`config.mk`:
```
export PLATFORM = sky130hd
export DESIGN_NAME = mc_control_fsm
export DESIGN_NICKNAME = d
export VERILOG_FILES = /design/src/rtl/riscv_pkg.sv /design/src/rtl/mc_control_fsm_alu_decoder.sv /design/src/rtl/mc_control_fsm.sv
export SDC_FILE = /design/constraint.sdc
export NUM_CORES = 1
export LEC_CHECK = 0
export CAP_MARGIN = 20
export CORE_MARGIN = 1.5
export CORE_UTILIZATION = 45
export DETAILED_ROUTE_END_ITERATION = 10
export GPL_TIMING_DRIVEN = 0
export HOLD_SLACK_MARGIN = 0.05
export PLACE_DENSITY = 0.83
export REMOVE_ABC_BUFFERS = 1
export SLEW_MARGIN = 20
export SYNTH_ARGS = -nofsm -noshare
export SYNTH_HDL_FRONTEND = slang
export SYNTH_SLANG_ARGS = --single-unit
```
`constraint.sdc`:
```
create_clock -name clk -period 1.6 [get_ports clk]
set_input_delay 0.4 -clock clk [delete_from_list [all_inputs] [get_ports clk]]
set_output_delay 0.4 -clock clk [all_outputs]
set_load 0.02 [all_outputs]
```
`src/rtl/riscv_pkg.sv`:
```
// rtl/riscv_pkg.sv - shared opcodes, state codes and datapath select constants for mc_control_fsm
// No ports; imported by alu_decoder and mc_control_fsm.
package riscv_pkg;

    localparam logic [6:0] OP_LW  = 7'b0000011;
    localparam logic [6:0] OP_SW  = 7'b0100011;
    localparam logic [6:0] OP_R   = 7'b0110011;
    localparam logic [6:0] OP_I   = 7'b0010011;
    localparam logic [6:0] OP_JAL = 7'b1101111;
    localparam logic [6:0] OP_BEQ = 7'b1100011;

    localparam logic [3:0] S_FETCH    = 4'd0;
    localparam logic [3:0] S_DECODE   = 4'd1;
    localparam logic [3:0] S_MEMADR   = 4'd2;
    localparam logic [3:0] S_MEMREAD  = 4'd3;
    localparam logic [3:0] S_MEMWB    = 4'd4;
    localparam logic [3:0] S_MEMWRITE = 4'd5;
    localparam logic [3:0] S_EXECR    = 4'd6;
    localparam logic [3:0] S_EXECI    = 4'd7;
    localparam logic [3:0] S_ALUWB    = 4'd8;
    localparam logic [3:0] S_JAL      = 4'd9;
    localparam logic [3:0] S_BEQ      = 4'd10;
    localparam logic [3:0] S_TRAP     = 4'd11;

    typedef enum logic [1:0] {
        ALUOP_ADD   = 2'b00,
        ALUOP_SUB   = 2'b01,
        ALUOP_FUNCT = 2'b10
    } alu_op_e;

    localparam logic [2:0] ALU_ADD = 3'b000;
    localparam logic [2:0] ALU_SUB = 3'b001;
    localparam logic [2:0] ALU_AND = 3'b010;
    localparam logic [2:0] ALU_OR  = 3'b011;
    localparam logic [2:0] ALU_SLT = 3'b101;

    localparam logic [1:0] RES_ALUOUT = 2'b00;
    localparam logic [1:0] RES_DATA   = 2'b01;
    localparam logic [1:0] RES_ALU    = 2'b10;

    localparam logic [1:0] SRCA_PC    = 2'b00;
    localparam logic [1:0] SRCA_OLDPC = 2'b01;
    localparam logic [1:0] SRCA_RD1   = 2'b10;

    localparam logic [1:0] SRCB_RD2  = 2'b00;
    localparam logic [1:0] SRCB_IMM  = 2'b01;
    localparam logic [1:0] SRCB_FOUR = 2'b10;

    localparam logic [1:0] IMM_I = 2'b00;
    localparam logic [1:0] IMM_S = 2'b01;
    localparam logic [1:0] IMM_B = 2'b10;
    localparam logic [1:0] IMM_J = 2'b11;

    // Immediate format depends only on the opcode held in IR.
    function automatic logic [1:0] imm_src_for(input logic [6:0] op);
        case (op)
            OP_SW:   return IMM_S;
            OP_BEQ:  return IMM_B;
            OP_JAL:  return IMM_J;
            default: return IMM_I;
        endcase
    endfunction

endpackage

```
`src/rtl/mc_control_fsm_alu_decoder.sv`:
```
// rtl/mc_control_fsm_alu_decoder.sv - combinational ALU operation decoder
// Ports: alu_op (add/sub/funct), funct3, op5 (op[5]), funct7b5 in; alu_control out.
module alu_decoder
    import riscv_pkg::*;
(
    input  alu_op_e    alu_op,
    input  logic [2:0] funct3,
    input  logic       op5,
    input  logic       funct7b5,
    output logic [2:0] alu_control
);

    always_comb begin
        alu_control = ALU_ADD;
        case (alu_op)
            ALUOP_ADD: alu_control = ALU_ADD;
            ALUOP_SUB: alu_control = ALU_SUB;
            default: begin
                case (funct3)
                    // instr[30] only selects sub for R-type; addi ignores it
                    3'b000:  alu_control = (op5 && funct7b5) ? ALU_SUB : ALU_ADD;
                    3'b010:  alu_control = ALU_SLT;
                    3'b110:  alu_control = ALU_OR;
                    3'b111:  alu_control = ALU_AND;
                    default: alu_control = ALU_ADD;
                endcase
            end
        endcase
    end

endmodule

```
`src/rtl/mc_control_fsm.sv`:
```
// rtl/mc_control_fsm.sv - multi-cycle RV32I-subset control sequencer with memory watchdog
// Ports: clk, srst; op, funct3, funct7b5, zero, mem_ready in;
//        pc_write, adr_src, ir_write, mem_w, reg_w, result_src, alu_src_a, alu_src_b,
//        imm_src, alu_control, illegal_instr, state_o out.
module mc_control_fsm
    import riscv_pkg::*;
#(
    parameter int TIMEOUT_CYCLES = 255
) (
    input  logic       clk,
    input  logic       srst,
    input  logic [6:0] op,
    input  logic [2:0] funct3,
    input  logic       funct7b5,
    input  logic       zero,
    input  logic       mem_ready,
    output logic       pc_write,
    output logic       adr_src,
    output logic       ir_write,
    output logic       mem_w,
    output logic       reg_w,
    output logic [1:0] result_src,
    output logic [1:0] alu_src_a,
    output logic [1:0] alu_src_b,
    output logic [1:0] imm_src,
    output logic [2:0] alu_control,
    output logic       illegal_instr,
    output logic [3:0] state_o
);

    // A disabled watchdog still needs a 1-bit counter to stay legal.
    localparam int TMO_W = (TIMEOUT_CYCLES > 0) ? $clog2(TIMEOUT_CYCLES + 1) : 1;

    logic [3:0]       state;
    logic [3:0]       state_next;
    logic [TMO_W-1:0] wdog;
    logic             illegal_q;
    logic             waiting;
    logic             timeout;
    alu_op_e          alu_op;

    assign waiting = ((state == S_FETCH) || (state == S_MEMREAD) || (state == S_MEMWRITE))
                     && !mem_ready;
    // Counter holds stalls already seen; this stall is the TIMEOUT_CYCLES-th one.
    assign timeout = (TIMEOUT_CYCLES != 0) && waiting
                     && (wdog == TMO_W'(TIMEOUT_CYCLES - 1));

    always_comb begin
        state_next = state;
        case (state)
            S_FETCH:    if (mem_ready) state_next = S_DECODE;
                        else if (timeout) state_next = S_TRAP;
            S_DECODE: begin
                case (op)
                    OP_LW, OP_SW: state_next = S_MEMADR;
                    OP_R:         state_next = S_EXECR;
                    OP_I:         state_next = S_EXECI;
                    OP_JAL:       state_next = S_JAL;
                    OP_BEQ:       state_next = S_BEQ;
                    default:      state_next = S_TRAP;
                endcase
            end
            S_MEMADR:   state_next = (op == OP_SW) ? S_MEMWRITE : S_MEMREAD;
            S_MEMREAD:  if (mem_ready) state_next = S_MEMWB;
                        else if (timeout) state_next = S_TRAP;
            S_MEMWB:    state_next = S_FETCH;
            S_MEMWRITE: if (mem_ready) state_next = S_FETCH;
                        else if (timeout) state_next = S_TRAP;
            S_EXECR:    state_next = S_ALUWB;
            S_EXECI:    state_next = S_ALUWB;
            S_ALUWB:    state_next = S_FETCH;
            S_JAL:      state_next = S_ALUWB;
            S_BEQ:      state_next = S_FETCH;
            default:    state_next = S_TRAP;
        endcase
    end

    always_ff @(posedge clk) begin
        if (srst) begin
            state     <= S_FETCH;
            wdog      <= '0;
            illegal_q <= 1'b0;
        end else begin
            state <= state_next;
            if (waiting && (state_next == state)) wdog <= wdog + 1'b1;
            else                                  wdog <= '0;
            if (state_next == S_TRAP) illegal_q <= 1'b1;
        end
    end

    always_comb begin
        pc_write   = 1'b0;
        adr_src    = 1'b0;
        ir_write   = 1'b0;
        mem_w      = 1'b0;
        reg_w      = 1'b0;
        result_src = RES_ALUOUT;
        alu_src_a  = SRCA_PC;
        alu_src_b  = SRCB_RD2;
        alu_op     = ALUOP_ADD;
        case (state)
            S_FETCH: begin
                alu_src_b  = SRCB_FOUR;
                result_src = RES_ALU;
                ir_write   = mem_ready;
                pc_write   = mem_ready;
            end
            S_DECODE: begin
                alu_src_a = SRCA_OLDPC;
                alu_src_b = SRCB_IMM;
            end
            S_MEMADR: begin
                alu_src_a = SRCA_RD1;
                alu_src_b = SRCB_IMM;
            end
            S_MEMREAD:  adr_src = 1'b1;
            S_MEMWB: begin
                result_src = RES_DATA;
                reg_w      = 1'b1;
            end
            S_MEMWRITE: begin
                adr_src = 1'b1;
                mem_w   = 1'b1;
            end
            S_EXECR: begin
                alu_src_a = SRCA_RD1;
                alu_op    = ALUOP_FUNCT;
            end
            S_EXECI: begin
                alu_src_a = SRCA_RD1;
                alu_src_b = SRCB_IMM;
                alu_op    = ALUOP_FUNCT;
            end
            S_ALUWB:    reg_w = 1'b1;
            S_JAL: begin
                alu_src_a = SRCA_OLDPC;
                alu_src_b = SRCB_FOUR;
                pc_write  = 1'b1;
            end
            S_BEQ: begin
                alu_src_a = SRCA_RD1;
                alu_op    = ALUOP_SUB;
                pc_write  = zero;
            end
            default: ;
        endcase
        // Reset aborts the instruction without any partial write.
        if (srst) begin
            pc_write = 1'b0;
            ir_write = 1'b0;
            mem_w    = 1'b0;
            reg_w    = 1'b0;
        end
    end

    alu_decoder u_alu_decoder (
        .alu_op      (alu_op),
        .funct3      (funct3),
        .op5         (op[5]),
        .funct7b5    (funct7b5),
        .alu_control (alu_control)
    );

    assign imm_src       = imm_src_for(op);
    assign illegal_instr = illegal_q;
    assign state_o       = state;

endmodule
```
==> out/summary.txt, run 1 <==
status - finished, violations left
failing checks - setup timing
Final Non-Filler Cells - 225
CP top delay family - simple AND/OR/NAND/NOR gates
CTS Root Cell - clkbuf_4
H-Tree Level Count - 1
Area growth syn-to-layout - 72.3%
Total Routing Usage GR - 22.8%
vias in the first global route - 1110
CP Data Required Time - 1.20 ns
Buf+Inv Stages, Crit Path - 1
initial antenna violation count - 0
number of port buffers - 35
Hold Path Class - flop to flop
Final Skew - 0.00433 ns
setup ws final - -0.307 ns
WS Path Type - flop to output port
internal power - 1.41 mW
unrepaired setup endpoints after global routing - yes
Logic pwr share - 72.3%
Max-Cap Viols - 0
Synth async-reset ratio - 0%
placed cell count - 190
Mapped Area - 0.00107 sq mm
switch share - 44.6%
Post-synth EDFFs - 0
Final nets - 215
number of routed nets with antenna violations - 0
Clock Path Buffers - 2
CP cell instances - nor2_2 > nand2_1 > a21oi_2 > a31oi_1 > nor3_1 > buf_2
Ant. Diodes - 0
total power - 2.56 mW
Worst Max-Slew Pin Slew - 0.390 ns
I/O pin count - 36
Mapped Cells - 135
crit path max fanout - 6
Synth Register Bits - 13
Site Rows - 17
Setup Viol. Count Final - 23
f_max - 0.524 GHz
Yosys cell types - 45
first-pass GRT wire length - 4630 um
number of vias per cell - 5.84
largest net degree at the start of global routing - 13
Ys Warns - 0
Num Clock Sinks - 13
worst-skew pair later-pin latency - 0.29 ns
Die Ht - 51.8 um
Slew HR - 74.0%
Die Wd - 51.8 um
Worst setup EP type - output port
post-synth top area share - 24.2%
Post-synth top flop - dfxtp_1
Synth area leaders - dfxtp_1 (24%), nor2_2 (5.8%), xnor2_1 (4.9%)
Tcrit/Tclk final - 119%
CTS tree - yes
Area after DPL - 0.00141 sq mm
core area - 0.00223 sq mm
post-route cell area - 0.00185 sq mm
VDD IR max - 0.000965 V
CTS hold repair buffers - 0
drt pass-1 iters - 4
Worst setup SP type - flop
Mean Syn Cell Area - 7.95 sq um
Critical Path Slowest Stage Cell - dfxtp_4
post-synthesis sequential area ratio - 24.2%
Pwr Density - 1380 mW/mm^2
top cells by count, synth - dfxtp_1 (13), nor2_1 (13), nor2_2 (10)
Num CTS Buffers - 3
routability cong. - 0.768
Max stage delay on crit path - 0.38 ns
DR iter-0 viols - 49
final hold vios - 0
fin crit period - 1.91 ns
Seq pwr share - 19.5%
hpwl dp - 1770 um
Pins Over Slew Limit - 0
Clk pwr share - 8.2%
WL final - 3970 um
Vias - 1314
Synth area leader - dfxtp_1
LEAKAGE - 0.806 nW
Die ar. - 0.00269 sq mm
clock-pin transition on the worst setup and hold timing paths - 0.08 ns
wire length per cell - 17.6 um
Switch Pwr - 1.14 mW
share of layout cells above drive strength 1 - 53.3%
DRC - 0
Worst Path Arrival - 1.51 ns
Starting Density - 48.1%
remaining global-route overflow - 0
## cell type report
type / count / area (sq um)
Tap cell: 28 / 35.0
Timing Repair Buffer: 66 / 587
Multi-Input combinational cell: 107 / 898
Clock buffer: 3 / 22.5
Clock inverter: 1 / 5.00
Sequential cell: 13 / 275
Inverter: 7 / 26.3
Fill cell: 130 / 384
## logic make-up (layout without fill, tap and decap cells)
kind of cell	Yosys count	count (layout)	share of synthesized area [%]
flops	13	13	24.2
xor+xnor	9	9	7.34
compound gates	25	25	18.2
simple gates	70	70	39.9
fa+ha+maj	3	3	3.26
buf+inv	15	77	7.11
## registers in the layout, indices dropped and copies added, names as in the netlist
signal,cells
illegal_instr,1
state_o,4
wdog,8
## routing by layer
metal / routed length [um] / GRT usage, %
met2: 2090 / 41.1
met5: 0 / 0
met3: 250 / 6.03
met1: 1500 / 24.5
met4: 132 / 10.5
## placed cells by master (no fill, tap or decap), types with 5 or more instances in the layout
cell type and instances:
buf_2 5, dlygate4sd2_1 8, xnor2_1 5, nor2_2 9
nor2_1 10, a21oi_2 5, buf_6 19, buf_4 26
dfxtp_1 9, nand3_1 5, nand2_1 6, inv_1 7
## worst reg2reg max path, delay by kind of cell (launching register included)
| family | cells | cell delay (ns) |
|---|---|---|
| DFF | 1 | 0.38 |
| buffers and inverters | 3 | 0.37 |
| AOI/OAI and AO/OA | 3 | 0.47 |
| and+or+nand+nor | 2 | 0.42 |
## metrics by stage
step           utilization, %  setup slack [ns]  TNS [ns]  hold slack (ns)
6_report                 82.8            -0.307     -2.53            0.477
3_5_place_dp             63.1            -0.913    -16.02            0.457
4_1_cts                  68.0            -0.226     -1.67            0.476
3_3_place_gp             63.1            -0.911    -15.15            0.463
2_1_floorplan               -            -0.574     -4.99            0.451
5_1_grt                  82.8            -0.389     -3.56            0.506
## power by group through the flow
stage                     registers [mW]  clock network [mW]  logic, mW
after floorplan                    0.572                   0      0.626
after global placement             0.562                   0       1.02
after detailed placement           0.566                   0       1.04
after CTS                          0.508               0.212       1.20
after global routing               0.505               0.233       1.92
final                              0.499               0.210       1.85
## worst paths after layout
path | start | endpoint | slack [ns] | cells after the start
hold / removal | illegal_instr$_SDFFE_PP0N_ | illegal_instr$_SDFFE_PP0N_ | 0.48 | 2
setup reg to reg | state_o[0]$_SDFF_PP0_ | illegal_instr$_SDFFE_PP0N_ | -0.12 | 8
hold reg to reg | illegal_instr$_SDFFE_PP0N_ | illegal_instr$_SDFFE_PP0N_ | 0.48 | 2
setup / recovery | state_o[0]$_SDFF_PP0_ | pc_write | -0.31 | 6
## timing repair
item / CTS / global route
endpoints found under the hold margin: 0 / 0
setup buffers: 13 / 19
gates resized for setup: 128 / 62
setup endpoints to repair: 33 / 25
pin swaps: 6 / 22
Note: power is estimated with default switching activity, not from simulation.
==> inputs of run 2 (changes only) <==
--- a/config.mk
+++ b/config.mk
@@ -12,7 +12,6 @@
 export GPL_TIMING_DRIVEN = 0
 export HOLD_SLACK_MARGIN = 0.05
 export PLACE_DENSITY = 0.83
-export REMOVE_ABC_BUFFERS = 1
 export SLEW_MARGIN = 20
 export SYNTH_ARGS = -nofsm -noshare
 export SYNTH_HDL_FRONTEND = slang
==> run 2 against run 1 <==
Compared with the run above: critical endpoint unchanged; routed wire length up 17%; the flow still finishes with violations (setup timing); highest routed layer unchanged; register-to-register slack better by 0.06 ns; cell count up 4.4%; die area unchanged; sequential power down 8.4%; maximum frequency down 2.4%.
==> out/summary.txt, run 2 (synthesized netlist as in run 1, its figures left out) <==
status - finished, violations left
failing checks - setup timing
Worst Path Arrival - 1.56 ns
Pins Over Slew Limit - 0
CTS Root Cell - clkbuf_4
vias in the first global route - 1187
Setup Viol. Count Final - 20
largest net degree at the start of global routing - 11
syn_nets - 152
unrepaired setup endpoints after global routing - yes
share of layout cells above drive strength 1 - 58.0%
WL final - 4650 um
VDD IR max - 0.00111 V
Fillers - 85
Num CTS Buffers - 3
hpwl dp - 2230 um
Hold EP - wdog[0]$_SDFF_PP0_
setup ws final - -0.355 ns
Die Wd - 51.8 um
reg-to-reg critical path startpoint - state_o[3]$_SDFF_PP0_
drt pass-1 iters - 7
hold_ws - 0.465 ns
f_max - 0.511 GHz
Clock Path Buffers - 2
multi-input logic area - 953 sq um
FF-to-FF End - illegal_instr$_SDFFE_PP0N_
first-pass GRT wire length - 5520 um
number of port buffers - 34
Vias - 1393
internal power - 1.68 mW
Site Rows - 17
wire length per cell - 19.8 um
Seq pwr share - 15.4%
total power - 2.97 mW
Area growth syn-to-layout - 88.8%
DR iter-0 viols - 69
Final nets - 225
Final Non-Filler Cells - 235
Die Ht - 51.8 um
Logic pwr share - 77.5%
CTS tree - yes
WS Path Type - flop to output port
Ant. Diodes - 0
Worst Max-Slew Pin Slew - 0.634 ns
crit path max fanout - 8
I/O pin count - 36
CP Data Required Time - 1.20 ns
placed cell count - 197
Critical Path Slowest Stage Cell - dfxtp_4
final hold vios - 0
max FFs per register - 8
worst-skew pair later-pin latency - 0.29 ns
Starting Density - 48.1%
Pwr Density - 1460 mW/mm^2
hold depth - 1
core area - 0.00223 sq mm
number of routed nets with antenna violations - 0
Final Skew - 0.00332 ns
initial antenna violation count - 0
switch share - 43.3%
final core utilization - 90.8%
Slew HR - 57.7%
routability cong. - 0.840
Clk pwr share - 7.1%
Max-Cap Viols - 0
H-Tree Level Count - 1
Total Routing Usage GR - 26.8%
flop2flop setup slack - -0.06 ns
fin crit period - 1.96 ns
Hold Path Class - flop to flop
CP cell instances - buf_12 > nor2_4 > nand2_2 > a21oi_2 > a31oi_2 > nor3_2 > buf_4
register area - 277 sq um
commonest cells after routing, fill and taps aside - buf_4 (36), buf_6 (16), dlygate4sd2_1 (12), nor2_2 (10), nor2_1 (10)
LEAKAGE - 0.866 nW
Worst setup SP type - flop
R2R depth - 7
Worst setup EP type - output port
number of vias per cell - 5.93
remaining global-route overflow - 0
Die ar. - 0.00269 sq mm
DRC - 0
hold path startpoint - wdog[0]$_SDFF_PP0_
commonest non-fill, non-tap cell in the layout - buf_4
Max stage delay on crit path - 0.37 ns
Num Clock Sinks - 13
Biggest register - wdog
Switch Pwr - 1.28 mW
Tcrit/Tclk final - 122%
clock-pin transition on the worst setup and hold timing paths - 0.08 ns
run 2: power by group through the flow:
stage	Combinational, mW	Sequential, mW	Clock (mW)
floorplan	0.955	0.504	0
global placement	1.40	0.466	0
detailed placement	1.44	0.470	0
CTS	1.82	0.446	0.201
global route	2.40	0.461	0.219
finish	2.30	0.457	0.209
run 2: cell type report:
type                    instances  area share (%)
well taps                      28            1.73
repair buffers                 69            29.1
inverters                       7            1.30
flip-flops and latches         13            13.6
plain buffers                   7            5.86
multi-input cells             107            47.0
clock buffers                   4            1.30
run 2: worst max path at each step:
stage                to  slack (ns)  depth (start not counted)                   from
6_report       pc_write       -0.36                          7  state_o[0]$_SDFF_PP0_
3_3_place_gp   pc_write       -0.92                          6              mem_ready
3_5_place_dp   pc_write       -0.91                          6              mem_ready
4_1_cts        ir_write       -0.30                          5  state_o[3]$_SDFF_PP0_
5_1_grt        pc_write       -0.40                          7  state_o[0]$_SDFF_PP0_
2_1_floorplan  ir_write       -0.15                          4  state_o[2]$_SDFF_PP0_
run 2: timing repair:
action / CTS / global route
gates resized for setup: 137 / 31
pin swaps: 14 / 21
hold buffers: 0 / 0
setup buffers: 20 / 15
endpoints found under the setup margin: 32 / 25
endpoints found under the hold margin: 0 / 0
run 2: worst max-delay path, delay by kind of cell, from the launching register on:
kind | cells | cell delay, ns
compound gates | 2 | 0.27
buf+inv | 2 | 0.33
simple gates | 3 | 0.30
flops | 1 | 0.37
run 2: through the flow:
stage               cell area, sq um  setup slack, ns  TNS (ns)
floorplan                       1210           -0.145    -0.235
global placement                1590           -0.918    -12.08
detailed placement              1590           -0.912    -13.12
CTS                             1840           -0.304     -2.98
global route                    2030           -0.398     -5.12
finish                          2030           -0.355     -3.85
run 2: layer usage:
layer  part of all wire (%)  track usage, %
met1                     39            32.3
met2                     48            47.3
met3                    7.1            3.45
met4                    5.0            11.4
met5                      0               0
==> inputs of run 3 (changes only) <==
--- a/config.mk
+++ b/config.mk
@@ -5,13 +5,15 @@
 export SDC_FILE = /design/constraint.sdc
 export NUM_CORES = 1
 export LEC_CHECK = 0
+export ABC_CLOCK_PERIOD_IN_PS = 1600
 export CAP_MARGIN = 20
 export CORE_MARGIN = 1.5
-export CORE_UTILIZATION = 45
+export CORE_UTILIZATION = 29
 export DETAILED_ROUTE_END_ITERATION = 10
 export GPL_TIMING_DRIVEN = 0
 export HOLD_SLACK_MARGIN = 0.05
-export PLACE_DENSITY = 0.83
+export PLACE_DENSITY = 0.59
+export SKIP_LAST_GASP = 1
 export SLEW_MARGIN = 20
 export SYNTH_ARGS = -nofsm -noshare
 export SYNTH_HDL_FRONTEND = slang
==> run 3 against run 2 <==
Compared with the run above: the run still ends with setup timing left; critical path depth down 2; core utilization shrank 29 points; global-route usage shrank 10 points; highest routed layer is now met3.
==> out/summary.txt, run 3 (synthesized netlist as in run 1, its figures left out) <==
Hold Path Class - flop to flop
Biggest register - wdog
wire length per cell - 13.6 um
CTS hold repair buffers - 0
commonest cells after routing, fill and taps aside - buf_4 (34), nor2_2 (10), buf_6 (10), dfxtp_1 (9), dlygate4sd2_1 (9)
max FFs per register - 8
number of vias per cell - 4.92
Hold EP - illegal_instr$_SDFFE_PP0N_
first-pass GRT wire length - 5490 um
clock-pin transition on the worst setup and hold timing paths - 0.06 ns
WL final - 3400 um
status - finished, violations left
VDD IR max - 0.000602 V
FF-to-FF End - illegal_instr$_SDFFE_PP0N_
initial antenna violation count - 0
Setup Viol. Count Final - 17
routability cong. - 0.802
flop2flop setup slack - -0.14 ns
remaining global-route overflow - 0
multi-input logic area - 991 sq um
hold path startpoint - illegal_instr$_SDFFE_PP0N_
hold depth - 2
I/O pin count - 36
Clock Path Buffers - 2
Vias - 1234
Die ar. - 0.00408 sq mm
Final Non-Filler Cells - 251
placed cell count - 215
final core utilization - 61.7%
final hold vios - 0
DRC - 0
Top cell by count, worst path - buf_8
Pins Over Slew Limit - 0
Site Rows - 21
Worst Path Arrival - 1.42 ns
Slew HR - 57.5%
Pwr Density - 1390 mW/mm^2
worst-skew pair later-pin latency - 0.24 ns
commonest non-fill, non-tap cell in the layout - buf_4
Fillers - 291
CTS Root Cell - clkbuf_8
unrepaired setup endpoints after global routing - yes
drt pass-1 iters - 4
core area - 0.00344 sq mm
Critical Path Slowest Stage Cell - dfxtp_2
reg-to-reg critical path startpoint - state_o[2]$_SDFF_PP0_
Max-Cap Viols - 0
largest net degree at the start of global routing - 11
vias in the first global route - 1163
Max stage delay on crit path - 0.32 ns
CP cell instances - buf_8 > buf_8 > nor4_4 > and3b_2 > buf_6
CP Data Required Time - 1.20 ns
CTS tree - yes
Worst Max-Slew Pin Slew - 0.637 ns
fin crit period - 1.82 ns
Num Clock Sinks - 13
WS Path Type - flop to output port
number of routed nets with antenna violations - 0
Die Wd - 63.8 um
register area - 273 sq um
syn_nets - 152
f_max - 0.550 GHz
H-Tree Level Count - 1
Final Skew - 0.00752 ns
Worst setup EP type - output port
Final nets - 223
post-route cell area - 0.00212 sq mm
LEAKAGE - 0.916 nW
CP top delay family - simple AND/OR/NAND/NOR gates
Die Ht - 63.8 um
share of layout cells above drive strength 1 - 60.0%
failing checks - setup timing
total power - 2.96 mW
Buf+Inv Stages, Crit Path - 3
Area after DPL - 0.00161 sq mm
hpwl dp - 2200 um
DP Worst Slack - -0.920 ns
Ant. Diodes - 0
Area growth syn-to-layout - 97.9%
setup ws final - -0.219 ns
Num CTS Buffers - 3
R2R depth - 8
Tcrit/Tclk final - 114%
DR iter-0 viols - 33
crit path max fanout - 7
number of port buffers - 34
Total Routing Usage GR - 16.8%
Worst setup SP type - flop
Starting Density - 31.2%
[run 3: layout make-up]
class                      count  share of cell area (%)
sequential                    13                    12.8
timing repair buffer          66                    29.0
multi-input combinational    107                    46.6
inverter                       7                    1.24
clock buffer                   3                    1.94
clock inverter                 1                   0.236
tap                           46                    2.71
buffer                         8                    5.36
[run 3: layer usage]
layer  wire, um  global-route usage, %  part of all wire (%)  vias to the layer above
met5          0                      0                     0                        -
met4          0                   3.26                     0                        0
met3        117                   2.46                   3.4                        0
met2       1720                   28.9                    51                       28
met1       1560                   22.1                    46                      594
li1           -                      -                     -                      612
[run 3: worst register-to-register path, stage by stage (launching register included)]
cell	delay [ns]
dfxtp_2	0.32
buf_8	0.13
buf_4	0.13
buf_6	0.12
nor4b_4	0.28
a22o_4	0.17
o21ai_2	0.05
a21o_1	0.21
o32ai_2	0.25
[run 3: metrics by stage]
stage / hold slack (ns) / setup TNS, ns
2_1_floorplan: 0.451 / -0.235
3_3_place_gp: 0.462 / -12.51
3_5_place_dp: 0.461 / -12.97
4_1_cts: 0.479 / -1.45
5_1_grt: 0.489 / -3.09
6_report: 0.467 / -1.70
[run 3: worst max-delay path by stage]
stage                               start       end  slack, ns  cells past startpoint
floorplan           state_o[2]$_SDFF_PP0_  ir_write      -0.15                      4
detailed placement              mem_ready  pc_write      -0.92                      6
CTS                 state_o[2]$_SDFF_PP0_  ir_write      -0.22                      5
global route        state_o[2]$_SDFF_PP0_  ir_write      -0.28                      5
global placement                mem_ready  pc_write      -0.92                      6
finish              state_o[2]$_SDFF_PP0_  ir_write      -0.22                      5
[run 3: power by group]
group          total, mW  leakage, nW  switching, mW  internal, mW
Combinational       2.21        0.782          0.995          1.22
Clock              0.284       0.0255          0.112         0.171
Sequential         0.459        0.108         0.0673         0.392
[run 3: repair_timing]
item,CTS,global route
resized for setup,140,26
cloned,3,0
endpoints found under the setup margin,30,24
pin swaps,20,23
setup buffers,25,6
